`config.mk`:
```
export PLATFORM = sky130hd
export DESIGN_NAME = alu_operand_issue_flat
export DESIGN_NICKNAME = d
export VERILOG_FILES = /design/src/rtl/alu_issue_pkg.sv /design/src/rtl/alu_operand_issue_if.sv /design/src/rtl/alu_issue_skid.sv /design/src/rtl/alu_operand_issue.sv /design/src/flat_wrapper.sv
export SDC_FILE = /design/constraint.sdc
export NUM_CORES = 1
export LEC_CHECK = 0
export BUFFER_PORTS_ARGS = -buffer_cell sky130_fd_sc_hd__buf_2
export CORE_MARGIN = 3
export CORE_UTILIZATION = 53
export DETAILED_ROUTE_END_ITERATION = 12
export GPL_TIMING_DRIVEN = 0
export PLACE_DENSITY_LB_ADDON = 0.2
export SKIP_LAST_GASP = 1
export SLEW_MARGIN = 30
export SYNTH_ARGS = -nofsm -noshare
export SYNTH_HDL_FRONTEND = slang
export SYNTH_SLANG_ARGS = --single-unit
```
`constraint.sdc`:
```
create_clock -name clk_in -period 5.4 [get_ports clk_in]
set_clock_uncertainty 0.05 [all_clocks]
set_input_delay 0.54 -clock clk_in [delete_from_list [all_inputs] [get_ports clk_in]]
set_output_delay 0.54 -clock clk_in [all_outputs]
set_load 0.03 [all_outputs]
```
`src/rtl/alu_issue_pkg.sv`:
```
// Shared constants and payload layout for the ALU operand issue stage.
package alu_issue_pkg;

    localparam int unsigned XLEN    = 32;
    localparam int unsigned OPC_W   = 4;
    localparam int unsigned REG_W   = 5;
    localparam int unsigned INSTR_W = 32;

    // ALU opcodes understood by the execute unit
    localparam logic [OPC_W-1:0] ALU_ADD  = 4'b0000;
    localparam logic [OPC_W-1:0] ALU_SLL  = 4'b0001;
    localparam logic [OPC_W-1:0] ALU_SLT  = 4'b0010;
    localparam logic [OPC_W-1:0] ALU_SLTU = 4'b0011;
    localparam logic [OPC_W-1:0] ALU_XOR  = 4'b0100;
    localparam logic [OPC_W-1:0] ALU_SRL  = 4'b0101;
    localparam logic [OPC_W-1:0] ALU_OR   = 4'b0110;
    localparam logic [OPC_W-1:0] ALU_AND  = 4'b0111;
    localparam logic [OPC_W-1:0] ALU_SUB  = 4'b1000;
    localparam logic [OPC_W-1:0] ALU_SRA  = 4'b1101;

    // RV32I major opcodes
    localparam logic [6:0] OPC_OP     = 7'b0110011;
    localparam logic [6:0] OPC_OP_IMM = 7'b0010011;
    localparam logic [6:0] OPC_LUI    = 7'b0110111;
    localparam logic [6:0] OPC_AUIPC  = 7'b0010111;
    localparam logic [6:0] OPC_LOAD   = 7'b0000011;
    localparam logic [6:0] OPC_STORE  = 7'b0100011;

    // funct3 / funct7 values needed by the decoder
    localparam logic [2:0] F3_ADD_SUB = 3'b000;
    localparam logic [2:0] F3_SLL     = 3'b001;
    localparam logic [2:0] F3_SRL_SRA = 3'b101;
    localparam logic [6:0] F7_BASE    = 7'h00;
    localparam logic [6:0] F7_ALT     = 7'h20;

    // Issue payload, MSB first
    typedef struct packed {
        logic [XLEN-1:0]  op_1;
        logic [XLEN-1:0]  op_2;
        logic [OPC_W-1:0] alu_opcode;
        logic [REG_W-1:0] rd_addr;
        logic             rd_wr_en;
        logic             illegal;
    } issue_payload_t;

    // Field offsets inside the flattened payload vector
    localparam int unsigned PL_ILLEGAL_LSB = 0;
    localparam int unsigned PL_WR_EN_LSB   = 1;
    localparam int unsigned PL_RD_LSB      = 2;
    localparam int unsigned PL_OPC_LSB     = PL_RD_LSB + REG_W;
    localparam int unsigned PL_OP2_LSB     = PL_OPC_LSB + OPC_W;
    localparam int unsigned PL_OP1_LSB     = PL_OP2_LSB + XLEN;
    localparam int unsigned PAYLOAD_W      = PL_OP1_LSB + XLEN;

endpackage

```
`src/rtl/alu_operand_issue_if.sv`:
```
// Upstream instruction handshake and downstream issue handshake of the issue stage.
interface alu_operand_issue_if;
    import alu_issue_pkg::*;

    logic                instr_valid_in;
    logic                instr_ready_out;
    logic [INSTR_W-1:0]  instr_in;
    logic [XLEN-1:0]     pc_in;
    logic [XLEN-1:0]     rs1_data_in;
    logic [XLEN-1:0]     rs2_data_in;
    logic                flush_in;
    logic                issue_valid_out;
    logic                issue_ready_in;
    logic [XLEN-1:0]     op_1_out;
    logic [XLEN-1:0]     op_2_out;
    logic [OPC_W-1:0]    alu_opcode_out;
    logic [REG_W-1:0]    rd_addr_out;
    logic                rd_wr_en_out;
    logic                illegal_out;

    // Stage view
    modport slave (
        input  instr_valid_in, instr_in, pc_in, rs1_data_in, rs2_data_in, flush_in, issue_ready_in,
        output instr_ready_out, issue_valid_out, op_1_out, op_2_out, alu_opcode_out,
        output rd_addr_out, rd_wr_en_out, illegal_out
    );

    // Surrounding pipeline view
    modport master (
        output instr_valid_in, instr_in, pc_in, rs1_data_in, rs2_data_in, flush_in, issue_ready_in,
        input  instr_ready_out, issue_valid_out, op_1_out, op_2_out, alu_opcode_out,
        input  rd_addr_out, rd_wr_en_out, illegal_out
    );

endinterface

```
`src/rtl/alu_issue_skid.sv`:
```
// Generic 2-entry valid/ready skid buffer: entry A drives the output, entry B
// absorbs the one item that can arrive while A is stalled.
module alu_issue_skid #(
    parameter int unsigned WIDTH = 8
) (
    input  logic             clk_i,
    input  logic             rst_i,
    input  logic             flush_i,
    input  logic             in_valid_i,
    output logic             in_ready_o,
    input  logic [WIDTH-1:0] in_data_i,
    output logic             out_valid_o,
    input  logic             out_ready_i,
    output logic [WIDTH-1:0] out_data_o
);

    logic             a_valid_q, a_valid_d;
    logic [WIDTH-1:0] a_data_q,  a_data_d;
    logic             b_valid_q, b_valid_d;
    logic [WIDTH-1:0] b_data_q,  b_data_d;
    logic             ready_q,   ready_d;
    logic             accept;
    logic             a_free;

    // Entry movement: B drains into A first to keep order, otherwise input lands in A or B
    always_comb begin
        a_valid_d = a_valid_q;
        a_data_d  = a_data_q;
        b_valid_d = b_valid_q;
        b_data_d  = b_data_q;
        accept    = in_valid_i & ready_q & ~flush_i;
        a_free    = ~a_valid_q | out_ready_i;

        if (flush_i) begin
            a_valid_d = 1'b0;
            b_valid_d = 1'b0;
        end else if (a_free) begin
            if (b_valid_q) begin
                a_valid_d = 1'b1;
                a_data_d  = b_data_q;
                b_valid_d = 1'b0;
            end else begin
                a_valid_d = accept;
                if (accept) begin
                    a_data_d = in_data_i;
                end
            end
        end else if (accept) begin
            b_valid_d = 1'b1;
            b_data_d  = in_data_i;
        end

        ready_d = ~b_valid_d;
    end

    // Entry registers; reset clears payload so outputs read zero
    always_ff @(posedge clk_i or posedge rst_i) begin
        if (rst_i) begin
            a_valid_q <= 1'b0;
            a_data_q  <= '0;
            b_valid_q <= 1'b0;
            b_data_q  <= '0;
            ready_q   <= 1'b1;
        end else begin
            a_valid_q <= a_valid_d;
            a_data_q  <= a_data_d;
            b_valid_q <= b_valid_d;
            b_data_q  <= b_data_d;
            ready_q   <= ready_d;
        end
    end

    assign in_ready_o  = ready_q;
    assign out_valid_o = a_valid_q;
    assign out_data_o  = a_data_q;

endmodule

```
`src/rtl/alu_operand_issue.sv`:
```
// Decode/issue stage: RV32I instruction + register data -> ALU operands and opcode,
// issued one cycle later through a 2-entry skid buffer.
module alu_operand_issue
    import alu_issue_pkg::*;
(
    input  logic               clk_in,
    input  logic               rst_in,
    alu_operand_issue_if.slave bus
);

    logic [INSTR_W-1:0] instr;
    logic [6:0]         opcode;
    logic [REG_W-1:0]   rd;
    logic [2:0]         funct3;
    logic [6:0]         funct7;
    logic [XLEN-1:0]    imm_i;
    logic [XLEN-1:0]    imm_s;
    logic [XLEN-1:0]    imm_u;
    logic [XLEN-1:0]    shamt_imm;
    logic [XLEN-1:0]    shamt_reg;
    logic               legal;
    issue_payload_t     dec;
    logic [PAYLOAD_W-1:0] dec_vec;
    logic [PAYLOAD_W-1:0] out_vec;
    logic               out_valid;
    logic               in_ready;

    assign instr     = bus.instr_in;
    assign opcode    = instr[6:0];
    assign rd        = instr[11:7];
    assign funct3    = instr[14:12];
    assign funct7    = instr[31:25];
    assign imm_i     = {{(XLEN-12){instr[31]}}, instr[31:20]};
    assign imm_s     = {{(XLEN-12){instr[31]}}, instr[31:25], instr[11:7]};
    assign imm_u     = {instr[31:12], 12'b0};
    assign shamt_imm = XLEN'(instr[24:20]);
    assign shamt_reg = XLEN'(bus.rs2_data_in[4:0]);

    // Instruction decode into the issue payload; unsupported encodings issue as zeroed ADD
    always_comb begin
        dec            = '0;
        dec.alu_opcode = ALU_ADD;
        legal          = 1'b0;

        case (opcode)
            OPC_OP: begin
                legal = (funct7 == F7_BASE) ||
                        ((funct7 == F7_ALT) && ((funct3 == F3_ADD_SUB) || (funct3 == F3_SRL_SRA)));
                dec.op_1       = bus.rs1_data_in;
                dec.op_2       = ((funct3 == F3_SLL) || (funct3 == F3_SRL_SRA)) ? shamt_reg
                                                                               : bus.rs2_data_in;
                dec.alu_opcode = {funct7[5], funct3};
            end
            OPC_OP_IMM: begin
                dec.op_1 = bus.rs1_data_in;
                if (funct3 == F3_SLL) begin
                    legal          = (funct7 == F7_BASE);
                    dec.op_2       = shamt_imm;
                    dec.alu_opcode = ALU_SLL;
                end else if (funct3 == F3_SRL_SRA) begin
                    legal          = (funct7 == F7_BASE) || (funct7 == F7_ALT);
                    dec.op_2       = shamt_imm;
                    dec.alu_opcode = instr[30] ? ALU_SRA : ALU_SRL;
                end else begin
                    legal          = 1'b1;
                    dec.op_2       = imm_i;
                    dec.alu_opcode = {1'b0, funct3};
                end
            end
            OPC_LUI: begin
                legal    = 1'b1;
                dec.op_2 = imm_u;
            end
            OPC_AUIPC: begin
                legal    = 1'b1;
                dec.op_1 = bus.pc_in;
                dec.op_2 = imm_u;
            end
            OPC_LOAD: begin
                legal    = 1'b1;
                dec.op_1 = bus.rs1_data_in;
                dec.op_2 = imm_i;
            end
            OPC_STORE: begin
                legal    = 1'b1;
                dec.op_1 = bus.rs1_data_in;
                dec.op_2 = imm_s;
            end
            default: begin
                legal = 1'b0;
            end
        endcase

        if (!legal) begin
            dec.op_1       = '0;
            dec.op_2       = '0;
            dec.alu_opcode = ALU_ADD;
        end

        dec.rd_addr  = rd;
        dec.illegal  = ~legal;
        dec.rd_wr_en = legal && (rd != '0) && (opcode != OPC_STORE);
    end

    assign dec_vec = dec;

    alu_issue_skid #(
        .WIDTH (PAYLOAD_W)
    ) u_skid (
        .clk_i       (clk_in),
        .rst_i       (rst_in),
        .flush_i     (bus.flush_in),
        .in_valid_i  (bus.instr_valid_in),
        .in_ready_o  (in_ready),
        .in_data_i   (dec_vec),
        .out_valid_o (out_valid),
        .out_ready_i (bus.issue_ready_in),
        .out_data_o  (out_vec)
    );

    assign bus.instr_ready_out = in_ready;
    assign bus.issue_valid_out = out_valid;
    assign bus.op_1_out        = out_vec[PL_OP1_LSB +: XLEN];
    assign bus.op_2_out        = out_vec[PL_OP2_LSB +: XLEN];
    assign bus.alu_opcode_out  = out_vec[PL_OPC_LSB +: OPC_W];
    assign bus.rd_addr_out     = out_vec[PL_RD_LSB +: REG_W];
    assign bus.rd_wr_en_out    = out_vec[PL_WR_EN_LSB];
    assign bus.illegal_out     = out_vec[PL_ILLEGAL_LSB];

endmodule

```
`src/flat_wrapper.sv`:
```
// flat-port wrapper written by rule: the top's interface ports become plain ports
module alu_operand_issue_flat import alu_issue_pkg::*;
  (clk_in, rst_in, bus_instr_valid_in, bus_instr_in, bus_pc_in, bus_rs1_data_in, bus_rs2_data_in, bus_flush_in, bus_issue_ready_in, bus_instr_ready_out, bus_issue_valid_out, bus_op_1_out, bus_op_2_out, bus_alu_opcode_out, bus_rd_addr_out, bus_rd_wr_en_out, bus_illegal_out);
  alu_operand_issue_if bus_i ();
  input  logic clk_in;
  input  logic rst_in;
  input wire logic [$bits(bus_i.instr_valid_in)-1:0] bus_instr_valid_in;
  input wire logic [$bits(bus_i.instr_in)-1:0] bus_instr_in;
  input wire logic [$bits(bus_i.pc_in)-1:0] bus_pc_in;
  input wire logic [$bits(bus_i.rs1_data_in)-1:0] bus_rs1_data_in;
  input wire logic [$bits(bus_i.rs2_data_in)-1:0] bus_rs2_data_in;
  input wire logic [$bits(bus_i.flush_in)-1:0] bus_flush_in;
  input wire logic [$bits(bus_i.issue_ready_in)-1:0] bus_issue_ready_in;
  output wire logic [$bits(bus_i.instr_ready_out)-1:0] bus_instr_ready_out;
  output wire logic [$bits(bus_i.issue_valid_out)-1:0] bus_issue_valid_out;
  output wire logic [$bits(bus_i.op_1_out)-1:0] bus_op_1_out;
  output wire logic [$bits(bus_i.op_2_out)-1:0] bus_op_2_out;
  output wire logic [$bits(bus_i.alu_opcode_out)-1:0] bus_alu_opcode_out;
  output wire logic [$bits(bus_i.rd_addr_out)-1:0] bus_rd_addr_out;
  output wire logic [$bits(bus_i.rd_wr_en_out)-1:0] bus_rd_wr_en_out;
  output wire logic [$bits(bus_i.illegal_out)-1:0] bus_illegal_out;
  assign bus_i.instr_valid_in = bus_instr_valid_in;
  assign bus_i.instr_in = bus_instr_in;
  assign bus_i.pc_in = bus_pc_in;
  assign bus_i.rs1_data_in = bus_rs1_data_in;
  assign bus_i.rs2_data_in = bus_rs2_data_in;
  assign bus_i.flush_in = bus_flush_in;
  assign bus_i.issue_ready_in = bus_issue_ready_in;
  assign bus_instr_ready_out = bus_i.instr_ready_out;
  assign bus_issue_valid_out = bus_i.issue_valid_out;
  assign bus_op_1_out = bus_i.op_1_out;
  assign bus_op_2_out = bus_i.op_2_out;
  assign bus_alu_opcode_out = bus_i.alu_opcode_out;
  assign bus_rd_addr_out = bus_i.rd_addr_out;
  assign bus_rd_wr_en_out = bus_i.rd_wr_en_out;
  assign bus_illegal_out = bus_i.illegal_out;
  alu_operand_issue u_core (.clk_in(clk_in), .rst_in(rst_in), .bus(bus_i));
endmodule
```
* Word level (Yosys, flattened, before mapping)
Cells that the tools add are included. Widths: inputs -> output; s select.
Storage, ports and cells: register bits after elaboration 153, input bits 133, output and inout bits 77, logic and storage cells 59
Operators by class: equal/unequal tests 10, mux-type cells 19, bitwise operators 8, reductions and logical operators 17
Operators by type and width (count):
- $pmux 32 s5 | 1
- $mux 75 | 2
- $mux 36 | 2
- $mux 68 | 1
- $pmux 32 s2 | 1
- $mux 32 | 1
- $eq 7x6->1 const B | 4
- $eq 7x5->1 const B | 2
- $mux 1 | 8
- $pmux 4 s2 | 1
- $reduce_or 4->1 | 2
- $eq 7x2->1 const B | 1
- $logic_not 7->1 | 1
- $ne 7x6->1 const B | 1
- $reduce_and 3->1 | 2
- $not 1->1 | 5
- $reduce_bool 5->1 | 1
- $logic_or 1x1->1 | 4
- $mux 4 | 1
- $reduce_bool 2->1 | 2
- $eq 3x1->1 const B | 1
- $eq 3x3->1 const B | 1
- $logic_and 1x1->1 | 3
- $logic_not 3->1 | 1
- 4 further kinds | 5

* Depth between registers and ports, before layout
Gate-level depths: netlist of run 1.
word-level depth 9, gate-level depth with buffers 9, mapped depth without buffers 5

* Hierarchy
Synthesis of run 1 repeated with hierarchy kept, for this count alone.
Unflattened totals: cells, all modules 605, area, all modules 7811.2 µm²
By module, submodules not included:
- alu_issue_skid | times used 1, cells each 413, area each 6640.1 µm², seq. area each 3829.9 µm²
- alu_operand_issue | times used 1, cells each 192, area each 1171.1 µm², seq. area each 0.0 µm²

* Worst setup path before layout of run 1
Ideal clock, no wire load.
kind input -> register, start input bus_instr_in[3], end register u_core.u_skid.a_data_q[0], in the netlist u_core.u_skid.out_data_o[0], setup time 126 ps, data arrival time 1814 ps, data required time 5224 ps, path slack 3410 ps, stages 7, path buffers 2, cells stage by stage nand4bb_1 -> clkbuf_1 -> nor3b_2 -> o2111a_1 -> nor2_1 -> buf_6 -> a221o_1
On the way: cells in the longest elaborated chain, start to end 6, elaborated cells between the ends (all ways) 11, those cells by class eq/ne (6); mux (3); bitwise (1); reduce/logical (1)
RTL lines:
- start: declaration | RTL line flat_wrapper.sv:8 | input wire logic [$bits(bus_i.instr_in)-1:0] bus_instr_in;
- $eq 7x6->1 (tied with other cells) | RTL line alu_operand_issue.sv:45 | case (opcode)
- $reduce_or 4->1 (no source line)
- $pmux 1 s3 * | RTL line alu_operand_issue.sv:45
- $not 1->1 * | RTL line alu_operand_issue.sv:101 | dec.illegal = ~legal;
- $mux 75 * | RTL line alu_issue_skid.sv:44 | if (accept) begin
- $mux 75 * | RTL line alu_issue_skid.sv:38 | if (b_valid_q) begin
- end signal: assignment | RTL line alu_issue_skid.sv:66 | a_data_q <= a_data_d;
- end: declaration | RTL line alu_issue_skid.sv:18 | logic [WIDTH-1:0] a_data_q, a_data_d;
Mark *: on every way between the ends. The rest lies on a longest branch, timed or not. The select of a mux whose other input is x is not followed. A chain may end at the register's enable or synchronous reset.

* Worst setup path after layout of run 1
start input bus_instr_in[3], end register u_core.u_skid.b_data_q[74]
On the way: cells in the longest elaborated chain, start to end 4, elaborated cells between the ends (all ways) 11, those cells by class eq/ne (6); mux (3); reduce/logical (2)
RTL lines:
- $eq 7x6->1 (tied with other cells) | RTL line alu_operand_issue.sv:45
- $reduce_or 4->1 (no source line)
- $pmux 1 s3 / $pmux 32 s2 (equally long branches) | RTL line alu_operand_issue.sv:45
- $mux 68 * | RTL line alu_operand_issue.sv:94 | if (!legal) begin
- end signal: assignment | RTL line alu_issue_skid.sv:68 | b_data_q <= b_data_d;
- end: declaration | RTL line alu_issue_skid.sv:20 | logic [WIDTH-1:0] b_data_q, b_data_d;
Mark *: on every way between the ends. The rest lies on a longest branch, timed or not.

==> results.tsv, run 1 <==
stage	metric	value	unit
critical_path	arrival	2.97	ns
cts	cts_tree	built	
synth	synth_edf_count	0	
timing	setup_tns	0	ns
global_routing	grt_usage	29.4	%
synth	yosys.area.top_type	dfrtp_1	
cts	htreeDepth	4	
global_routing	first_global_vias	7065	
final_layout	nets	1122	
timing	setup_slack	2.71	ns
placed_design	gp_congestion	0.903	
floorplanning	io_pins	210	
final_layout	antennaDiodeCount	0	
critical_path	worst_setup_path_start_kind	input pin	
final_layout	utilization	69.8	%
synth	syn_area	7460	sq um
synth	synth_fp_nets	895	
global_routing	grt.met2_usage	47.3	%
timing	setup-violations-final	0	
power_and_ir_drop	max-vdd-ir-drop	194	uV
global_routing	grt_pass1_wl	36800	um
synth	synthCells	762	
drt	vias	7001	
cts	cts_buffer_depth	2	
cts	post_cts_resize_count	0	
critical_path	crit_required	5.68	ns
synth	ys_ff_latch	153	
global_routing	grt-ovfl-total	0	
global_routing	grt_max_degree	90	
timing	worstMarginPinSlew	0.851	ns
placed_design	numPortBuffers	207	
global_routing	gr-max-usage-layer	met2	
min_path	hold_class	in2async	
critical_path	critPathLaunch	bus_instr_in[3]	
floorplanning	coreArea	13500	sq um
final_layout	syn_to_final_growth	26.3	%
drt	first_iter_violations	693	
flow_run	max-cap-violations	0	
drt	drcViolationCount	0	
timing	hold_viol	0	
global_routing	antenna_found_initial	0	
critical_path	r2r_cells	6	
floorplanning	start_util	55.2	%
synth	ys.flop_type	dfrtp_1	
timing	fmax	372	MHz
cts	clk-insertion-delay-late	0.42	ns
final_layout	design_area	9420	sq um
cts	post_cts_buffers	0	
cts	root_buffer	clkbuf_16	
timing	layout_min_cycle_time	2.69	ns
critical_path	crit_path_end_kind	flip-flop	
placed_design	dp_worst_setup_slack	2.33	ns
drt	postRouteAntennaNets	0	
timing	slew_viol_final	0	
cts	clkTransAtPathRegs	0.06	ns
drt	vias_per_cell	5.94	
final_layout	drive_gt1_share	31.1	%
timing	period_share	49.8	%
critical_path	endpoint	u_core.u_skid.b_data_q[74]	
floorplanning	die_w	125	um
timing	rsz0062_at_grt	no	
synth	synth.distinct_cells	48	
critical_path	reg2reg_slack	3.01	ns
synth	avgSynthCellArea	9.79	sq um
floorplanning	die_y	125	um
power_and_ir_drop	p_leak	4.29	nW
synth	async_flop_share	100	%
timing	max_slew_margin	43.1	%
power_and_ir_drop	finalPower	0.00280	W
drt	first_pass_iters	5	
synth	yosysWarnings	0	
synth	synth-seq-area-share	51.4	%
synth	synthTopCellsByCount	nand2_1, dfrtp_1, nand3_1	
critical_path	r2r-end	u_core.u_skid.b_data_q[36]	
drt	wl_per_cell	19.2	um
cts	numCtsBuffers	17	
critical_path	worstPathMaxFanout	10	
cts	cts_num_sinks	153	
placed_design	dp_hpwl	16600	um
final_layout	nFillCells	1103	
synth	synth.top_cell.area_share	51.0	%
synth	yosysMostFrequentCell	nand2_1	
run_status	status	complete, no violations	
floorplanning	dieArea	15500	sq um
power_and_ir_drop	power_density	297	nW/um^2
floorplanning	rows	42	
synth	synth.area.top_cells	dfrtp_1, nand2_1, a22oi_1	
global_routing	grt_use_met3	5.66	%
critical_path	rr_startpoint	u_core.u_skid.out_valid_o	
drt	wl	22600	um
placed_design	dpl-instance-area	8750	sq um
critical_path	critPathKind	in2reg	
cts	cts_hold_buf	0	
global_routing	use_met1	39.9	%
## per-stage QoR
step | hold slack (ns) | std cells
floorplan | 0.395 | 762
global placement | 0.409 | 1145
detailed placement | 0.414 | 1146
CTS | 0.121 | 1178
global route | 0.137 | 1178
finish | 0.105 | 1178
## metal layers
| metal | share of wire, % | vias up |
|---|---|---|
| met2 | 48 | 340 |
| li1 | - | 3241 |
| met1 | 41 | 3377 |
| met4 | 2.7 | 0 |
| met5 | 0 | - |
| met3 | 8.2 | 43 |
## kinds of logic (layout without fill, tap and decap cells)
| kind of cell | count (synthesis) | in the layout | synth area share (%) |
|---|---|---|---|
| compound gates | 264 | 264 | 26.8 |
| xor+xnor | 1 | 1 | 0.117 |
| simple gates | 255 | 255 | 15.0 |
| flops | 153 | 153 | 51.4 |
| mux | 11 | 11 | 1.49 |
| buf+inv | 78 | 318 | 5.25 |
## sequential cells by signal (all words and copies together), names as in the netlist
register                   cells
u_core.u_skid.b_data_q        75
u_core.u_skid.out_data_o      75
u_core.u_skid.b_valid_q        1
u_core.u_skid.in_ready_o       1
u_core.u_skid.out_valid_o      1
## worst min path at each step
stage	endpoint	cells past startpoint	slack [ns]	from
floorplan	u_core.u_skid.b_data_q[2]	2	0.40	u_core.u_skid.b_data_q[2]
global placement	u_core.u_skid.b_data_q[2]	2	0.41	u_core.u_skid.b_data_q[2]
detailed placement	u_core.u_skid.b_data_q[4]	2	0.41	u_core.u_skid.b_data_q[4]
CTS	u_core.u_skid.out_data_o[64]	2	0.12	rst_in
global route	u_core.u_skid.out_data_o[64]	2	0.14	rst_in
finish	u_core.u_skid.out_data_o[64]	2	0.11	rst_in
## area by class of cell
class	instances	area, sq um	area share, %
Inverter	4	22.5	0.239
Tap cell	176	220	2.34
Clock buffer	20	447	4.74
Multi-Input combinational cell	531	3240	34.4
Sequential cell	153	3830	40.6
Buffer	74	377	4.00
Clock inverter	12	221	2.35
Timing Repair Buffer	208	1060	11.3
## cell usage in the layout, fill, tap and decap left out, types with 2 or more instances in the layout
| cell | count |
|---|---|
| and3_1 | 2 |
| bufinv_16 | 6 |
| inv_1 | 2 |
| o31ai_1 | 37 |
| nand3_1 | 66 |
| o21ai_1 | 9 |
| nor3_2 | 2 |
| clkinv_2 | 2 |
| buf_2 | 220 |
| or3_1 | 2 |
| and2_1 | 2 |
| nor2_1 | 7 |
| nor2b_1 | 3 |
| o211ai_1 | 44 |
| a22o_1 | 6 |
| clkbuf_1 | 49 |
| mux2i_1 | 10 |
| o31ai_2 | 30 |
| buf_6 | 9 |
| nand2_1 | 162 |
| clkbuf_16 | 17 |
| a22oi_1 | 51 |
| o211ai_2 | 7 |
| nand2b_1 | 2 |
| dfrtp_1 | 152 |
| o21ai_0 | 27 |
| clkinvlp_4 | 3 |
| buf_4 | 4 |
| a21oi_1 | 42 |
| nor3b_2 | 2 |
## critical path, stage by stage
cell	delay [ns]
buf_2	0.09
nand4bb_1	0.24
clkbuf_1	0.23
nor2_1	0.68
clkbuf_1	0.61
a22oi_1	0.32
o31ai_1	0.25
## report_power, final
part	switching (W)	internal, W
logic	0.000178	0.0000850
registers	0.0000154	0.00117
clock network	0.000474	0.000878
total	0.000667	0.00214
Note: power is estimated with default switching activity, not from simulation.
==> run 2: changes to the inputs <==
Settings changed: CORE_UTILIZATION 53 to 48.
Clock period 5.4 ns to 2.45 ns, I/O delays scaled along.
==> run 2 against run 1 <==
Count of clock-buffer cells in the layout rose by 1. Total power rose by 110%. Cell area is 0.78% higher. Hold slack worse by 0.092 ns. Clock power up 100%. Highest routed layer unchanged. Largest power group unchanged. Final cell count is 1.2% higher. Die area is 9.9% higher. First-iteration DRC count decreased by 3.2%.
==> results.tsv, run 2 (synthesis gave the netlist of run 1 again) <==
stage	metric	value	unit	change
cts	numCtsBuffers	17		unchanged
floorplanning	io_pins	210		unchanged
cts	cts_num_sinks	153		unchanged
timing	max_slew_margin	35.6	%	was 43.1%
timing	holdWs	0.0125	ns	was 0.105 ns
drt	wl	22800	um	was 22600 um
final_layout	drive_gt1_share	31.5	%	was 31.1%
drt	first_iter_violations	671		was 693
critical_path	rr_startpoint	u_core.u_skid.out_valid_o		unchanged
critical_path	cp_common_cell	clkbuf_1		unchanged
timing	period_share	94.5	%	
floorplanning	rows	44		was 42
global_routing	use_met1	38.4	%	was 39.9%
floorplanning	dieArea	17100	sq um	was 15500 sq um
placed_design	numPortBuffers	207		unchanged
critical_path	r2r_cells	6		unchanged
global_routing	grt_usage	27.0	%	was 29.4%
cts	clk-insertion-delay-late	0.43	ns	was 0.42 ns
floorplanning	coreArea	14900	sq um	was 13500 sq um
cts	root_buffer	clkbuf_16		unchanged
critical_path	crit_path_end_kind	flip-flop		unchanged
final_layout	syn_to_final_growth	27.3	%	was 26.3%
timing	worstMarginPinSlew	0.959	ns	was 0.851 ns
timing	fmax	432	MHz	
timing	setup_tns	0	ns	unchanged
final_layout	antennaDiodeCount	0		unchanged
power_and_ir_drop	max-vdd-ir-drop	530	uV	was 194 uV
floorplanning	die_w	131	um	was 125 um
drt	drcViolationCount	0		unchanged
critical_path	crit_required	2.74	ns	was 5.68 ns
drt	postRouteAntennaNets	0		unchanged
cts	cts_buffer_depth	2		unchanged
min_path	hp-start	bus_flush_in		
flow_run	max-cap-violations	0		unchanged
global_routing	antenna_found_initial	0		unchanged
final_layout	nFillCells	1268		was 1103
critical_path	worstPathMaxFanout	10		unchanged
timing	setup-violations-final	0		unchanged
cts	clkTransAtPathRegs	0.06	ns	about the same
timing	slew_viol_final	0		unchanged
drt	wl_per_cell	19.2	um	about the same
critical_path	arrival	2.60	ns	was 2.97 ns
global_routing	grt.met2_usage	41.5	%	was 47.3%
floorplanning	start_util	50.2	%	was 55.2%
placed_design	dp_hpwl	17000	um	was 16600 um
cts	htreeDepth	4		unchanged
critical_path	critPathLaunch	bus_instr_in[3]		unchanged
global_routing	gr-max-usage-layer	met2		unchanged
power_and_ir_drop	p_leak	4.32	nW	was 4.29 nW
global_routing	first_global_vias	6568		was 7065
final_layout	nets	1128		was 1122
cts	cts_tree	built		unchanged
timing	layout_min_cycle_time	2.31	ns	
global_routing	grt_max_degree	30		was 90
critical_path	crit_path_cell_trace	buf_2 > nand4bb_1 > clkbuf_1 > nor2_1 > clkbuf_1 > a22oi_1 > o31ai_1		unchanged
floorplanning	die_y	131	um	was 125 um
run_status	status	complete, no violations		unchanged
timing	hold_viol	0		unchanged
final_layout	layout.cells.most_common	buf_2		unchanged
drt	vias_per_cell	5.87		was 5.94
critical_path	slowest_stage	nor2_1		unchanged
power_and_ir_drop	finalPower	0.00596	W	was 0.00280 W
timing	rsz0062_at_grt	no		unchanged
final_layout	final_cell_mix	buf_2, nand2_1, dfrtp_1, nand3_1, a22oi_1		unchanged
critical_path	worst_setup_path_start_kind	input pin		unchanged
final_layout	design_area	9500	sq um	was 9420 sq um
power_and_ir_drop	power_density	628	nW/um^2	was 297 nW/um^2
critical_path	max_stage_delay	0.67	ns	was 0.68 ns
placed_design	gp_congestion	0.866		was 0.903
global_routing	grt_pass1_wl	35400	um	was 36800 um
min_path	hold_depth	2		
drt	vias	6992		was 7001
critical_path	critPathKind	in2reg		unchanged
min_path	hold_class	in2reg		was in2async
drt	first_pass_iters	6		was 5
placed_design	dpl-instance-area	8870	sq um	was 8750 sq um
global_routing	grt-ovfl-total	0		unchanged
global_routing	grt_use_met3	5.65	%	was 5.66%
[run 2: changes by cell type in the layout (fill, tap and decap cells not counted), sizes merged]
cell,previous run,this run
dlygate4sd3,0,1
buf,235,240
clkinvlp,3,5
bufinv,6,3
clkbuf,67,68
[run 2: worst paths after layout]
kind                                                     end  slack [ns]
worst max-delay path              u_core.u_skid.b_data_q[74]        0.14
worst min-delay path               u_core.u_skid.out_valid_o        0.01
worst max register to register    u_core.u_skid.b_data_q[29]        0.16
worst min register to register     u_core.u_skid.b_data_q[6]        0.42
max in group asynchronous       u_core.u_skid.out_data_o[37]        1.23
min in group asynchronous       u_core.u_skid.out_data_o[58]        0.30
[run 2: power breakdown]
group | switching (W) | internal (W) | leakage [nW]
clock | 0.00106 | 0.00168 | 0.291
combinational | 0.000403 | 0.000207 | 1.92
sequential | 0.0000301 | 0.00258 | 2.10
total | 0.00149 | 0.00447 | 4.32
[run 2: layout make-up]
class / count / area [sq um] / share of cell area, %
buffer: 74 / 378 / 3.98
clock buffer: 21 / 470 / 4.95
clock inverter: 11 / 144 / 1.52
inverter: 4 / 18.8 / 0.198
multi-input combinational: 531 / 3240 / 34.1
sequential: 153 / 3830 / 40.3
tap: 184 / 230 / 2.42
timing repair buffer: 214 / 1190 / 12.5
[run 2: timing repair]
action | in CTS | in global routing
resized for setup | 0 | 2
endpoints found under the hold margin | 16 | 0
endpoints found under the setup margin | 0 | 10
hold buffers | 1 | 0
buffers inserted | 0 | 0
[run 2: layer usage]
| layer | vias up | part of all wire (%) | wire length (um) |
|---|---|---|---|
| met2 | 331 | 46 | 10500 |
| met4 | 0 | 2.1 | 472 |
| met5 | - | 0 | 0 |
| met3 | 41 | 8.0 | 1830 |
| met1 | 3351 | 44 | 10000 |
| li1 | 3269 | - | - |
[run 2: critical path: cells and delay by family]
family          cells  cell delay, ns
simple gates        2            0.88
buf+inv             3            0.91
compound gates      2            0.56
[run 2: metrics by stage]
step | util, % | setup WS (ns) | instances
after floorplan | - | 0.225 | 762
after global placement | 58.7 | -0.776 | 1153
after detailed placement | 59.7 | -0.297 | 1159
after CTS | 63.9 | 0.126 | 1192
after global routing | 63.9 | 0.00213 | 1192
final | 63.9 | 0.136 | 1192
==> run 3: changes to the inputs <==
Settings changed: REMOVE_ABC_BUFFERS from default to 1.
==> run 3 against run 2 <==
Maximum frequency fell by 0.33%. Count of clock-buffer cells in the layout shrank 3. Critical path depth is the same.
==> results.tsv, run 3 (synthesis gave the netlist of run 1 again) <==
stage	metric	value	unit	change
floorplanning	coreArea	14900	sq um	unchanged
cts	root_buffer	clkbuf_16		unchanged
critical_path	worstPathMaxFanout	17		was 10
drt	first_iter_violations	519		was 671
final_layout	nets	1078		was 1128
timing	setup-violations-final	0		unchanged
floorplanning	io_pins	210		unchanged
power_and_ir_drop	p_comb_share	9.9	%	was 10.2%
final_layout	drive_gt1_share	34.0	%	was 31.5%
drt	vias_per_cell	5.84		was 5.87
cts	numCtsBuffers	17		unchanged
global_routing	grt.met2_usage	41.2	%	was 41.5%
cts	cts_buffer_depth	2		unchanged
floorplanning	rows	44		unchanged
final_layout	layout.cells.most_common	buf_2		unchanged
min_path	hold_class	in2reg		unchanged
power_and_ir_drop	internal_power	0.00461	W	was 0.00447 W
timing	period_share	94.8	%	was 94.5%
cts	clkTransAtPathRegs	0.06	ns	about the same
timing	fmax	431	MHz	was 432 MHz
drt	vias	6659		was 6992
placed_design	dp_hpwl	14300	um	was 17000 um
timing	hold_viol	0		unchanged
power_and_ir_drop	power_switching_share	24.0	%	was 25.0%
drt	postRouteAntennaNets	0		unchanged
timing	max_slew_margin	40.1	%	was 35.6%
cts	htreeDepth	4		unchanged
timing	worstMarginPinSlew	0.897	ns	was 0.959 ns
power_and_ir_drop	clkPwrFrac	47.0	%	was 45.9%
placed_design	numPortBuffers	209		was 207
cts	clk-insertion-delay-late	0.42	ns	was 0.43 ns
critical_path	crit_path_end_kind	flip-flop		unchanged
placed_design	dp.cells	1103		was 1159
global_routing	grt-ovfl-total	0		unchanged
critical_path	max_stage_delay	0.58	ns	was 0.67 ns
power_and_ir_drop	finalPower	0.00607	W	was 0.00596 W
final_layout	syn_to_final_growth	28.5	%	was 27.3%
cts	cts_tree	built		unchanged
critical_path	critPathKind	reg2reg		was in2reg
final_layout	final_cell_mix	buf_2, nand2_1, dfrtp_1, nand3_1, a22oi_1		unchanged
critical_path	crit_path_cell_trace	a21oi_2 > or3_4 > nor2_4 > o21ai_4 > buf_16 > buf_16 > o211ai_1		was buf_2 > nand4bb_1 > clkbuf_1 > nor2_1 > clkbuf_1 > a22oi_1 > o31ai_1
critical_path	arrival	2.60	ns	about the same
critical_path	critPathBufInv	2		was 3
drt	drcViolationCount	0		unchanged
critical_path	crit_required	2.73	ns	was 2.74 ns
timing	layout_min_cycle_time	2.32	ns	was 2.31 ns
placed_design	gp_congestion	0.800		was 0.866
power_and_ir_drop	power_density	633	nW/um^2	was 628 nW/um^2
final_layout	final_cells	1141		was 1192
floorplanning	start_util	50.2	%	unchanged
critical_path	slowest_stage	dfstp_2		was nor2_1
global_routing	antenna_found_initial	2		was 0
timing	setup_tns	0	ns	unchanged
flow_run	max-cap-violations	0		unchanged
global_routing	grt_usage	25.6	%	was 27.0%
global_routing	grt_pass1_wl	34000	um	was 35400 um
global_routing	use_met1	34.1	%	was 38.4%
critical_path	cp_common_cell	buf_16		was clkbuf_1
global_routing	grt_use_met3	7.07	%	was 5.65%
cts	cts_num_sinks	153		unchanged
critical_path	worst_setup_path_start_kind	flip-flop		was input pin
power_and_ir_drop	seq_power_share	43.1	%	was 43.9%
global_routing	first_global_vias	6445		was 6568
power_and_ir_drop	p_switching	0.00146	W	was 0.00149 W
timing	slew_viol_final	0		unchanged
drt	wl	21800	um	was 22800 um
drt	wl_per_cell	19.1	um	was 19.2 um
global_routing	gr-max-usage-layer	met2		unchanged
timing	rsz0062_at_grt	no		unchanged
run_status	status	complete, no violations		unchanged
global_routing	grt_max_degree	86		was 30
drt	first_pass_iters	5		was 6
power_and_ir_drop	max-vdd-ir-drop	482	uV	was 530 uV
floorplanning	die_w	131	um	unchanged
floorplanning	dieArea	17100	sq um	unchanged
power_and_ir_drop	p_leak	4.35	nW	was 4.32 nW
final_layout	antennaDiodeCount	0		unchanged
critical_path	path_delay_family	simple AND/OR/NAND/NOR gates		was buffers and inverters
floorplanning	die_y	131	um	unchanged
## run 3: worst register-to-register path, cell delays in order, from the launching register on
cell,delay (ns)
dfstp_2,0.58
a21oi_2,0.14
or3_4,0.53
nor2_4,0.23
o21ai_4,0.15
buf_16,0.20
buf_16,0.16
o211ai_1,0.19
## run 3: per-stage QoR
stage / utilization, % / hold slack, ns / instance area, sq um / setup WS (ns)
CTS: 64.4 / 0.00353 / 9580 / 0.00785
floorplan: - / 0.258 / 7080 / -2.44
global route: 64.5 / 0.0257 / 9580 / 0.0301
finish: 64.5 / 0.0132 / 9580 / 0.128
global placement: 56.2 / 0.410 / 8360 / -5.64
detailed placement: 59.7 / 0.282 / 8870 / -0.552
## run 3: power by group through the flow
stage               registers (W)  logic, W  clock network [W]
global route              0.00262  0.000647            0.00298
detailed placement        0.00266  0.000579                  0
floorplan                 0.00272  0.000213                  0
global placement          0.00267  0.000520                  0
finish                    0.00262  0.000599            0.00285
CTS                       0.00261  0.000600            0.00289
## run 3: routing by layer
metal / share of wire [%] / vias up
li1: - / 3163
met1: 44 / 3162
met2: 46 / 299
met3: 8.6 / 31
met4: 1.6 / 4
met5: 0.11 / -
## run 3: area by class of cell
class,count,area [sq um]
clock inverter,13,201
timing repair buffer,236,1520
multi-input combinational,533,3340
inverter,4,22.5
fill,1225,5280
clock buffer,18,439
tap,184,230
sequential,153,3830
## run 3: final timing paths
path / from / endpoint / slack, ns / cells after the start
min in group asynchronous: rst_in / u_core.u_skid.out_data_o[55] / 0.37 / 3
min reg2reg: u_core.u_skid.b_data_q[14] / u_core.u_skid.b_data_q[14] / 0.43 / 2
max: u_core.u_skid.in_ready_o / u_core.u_skid.out_data_o[54] / 0.13 / 7
max in group asynchronous: rst_in / u_core.u_skid.b_valid_q / 1.19 / 4
min: bus_instr_in[10] / u_core.u_skid.b_data_q[5] / 0.01 / 3
max reg2reg: u_core.u_skid.in_ready_o / u_core.u_skid.out_data_o[54] / 0.13 / 7
## run 3: repair_timing
item                                    4_1_cts  5_1_grt
endpoints found under the hold margin        69        0
cloned                                        2        0
resized for setup                             2        0
buffers inserted                              2        1
pin swaps                                     1        0
endpoints found under the setup margin       51       16
hold buffers                                  2        0
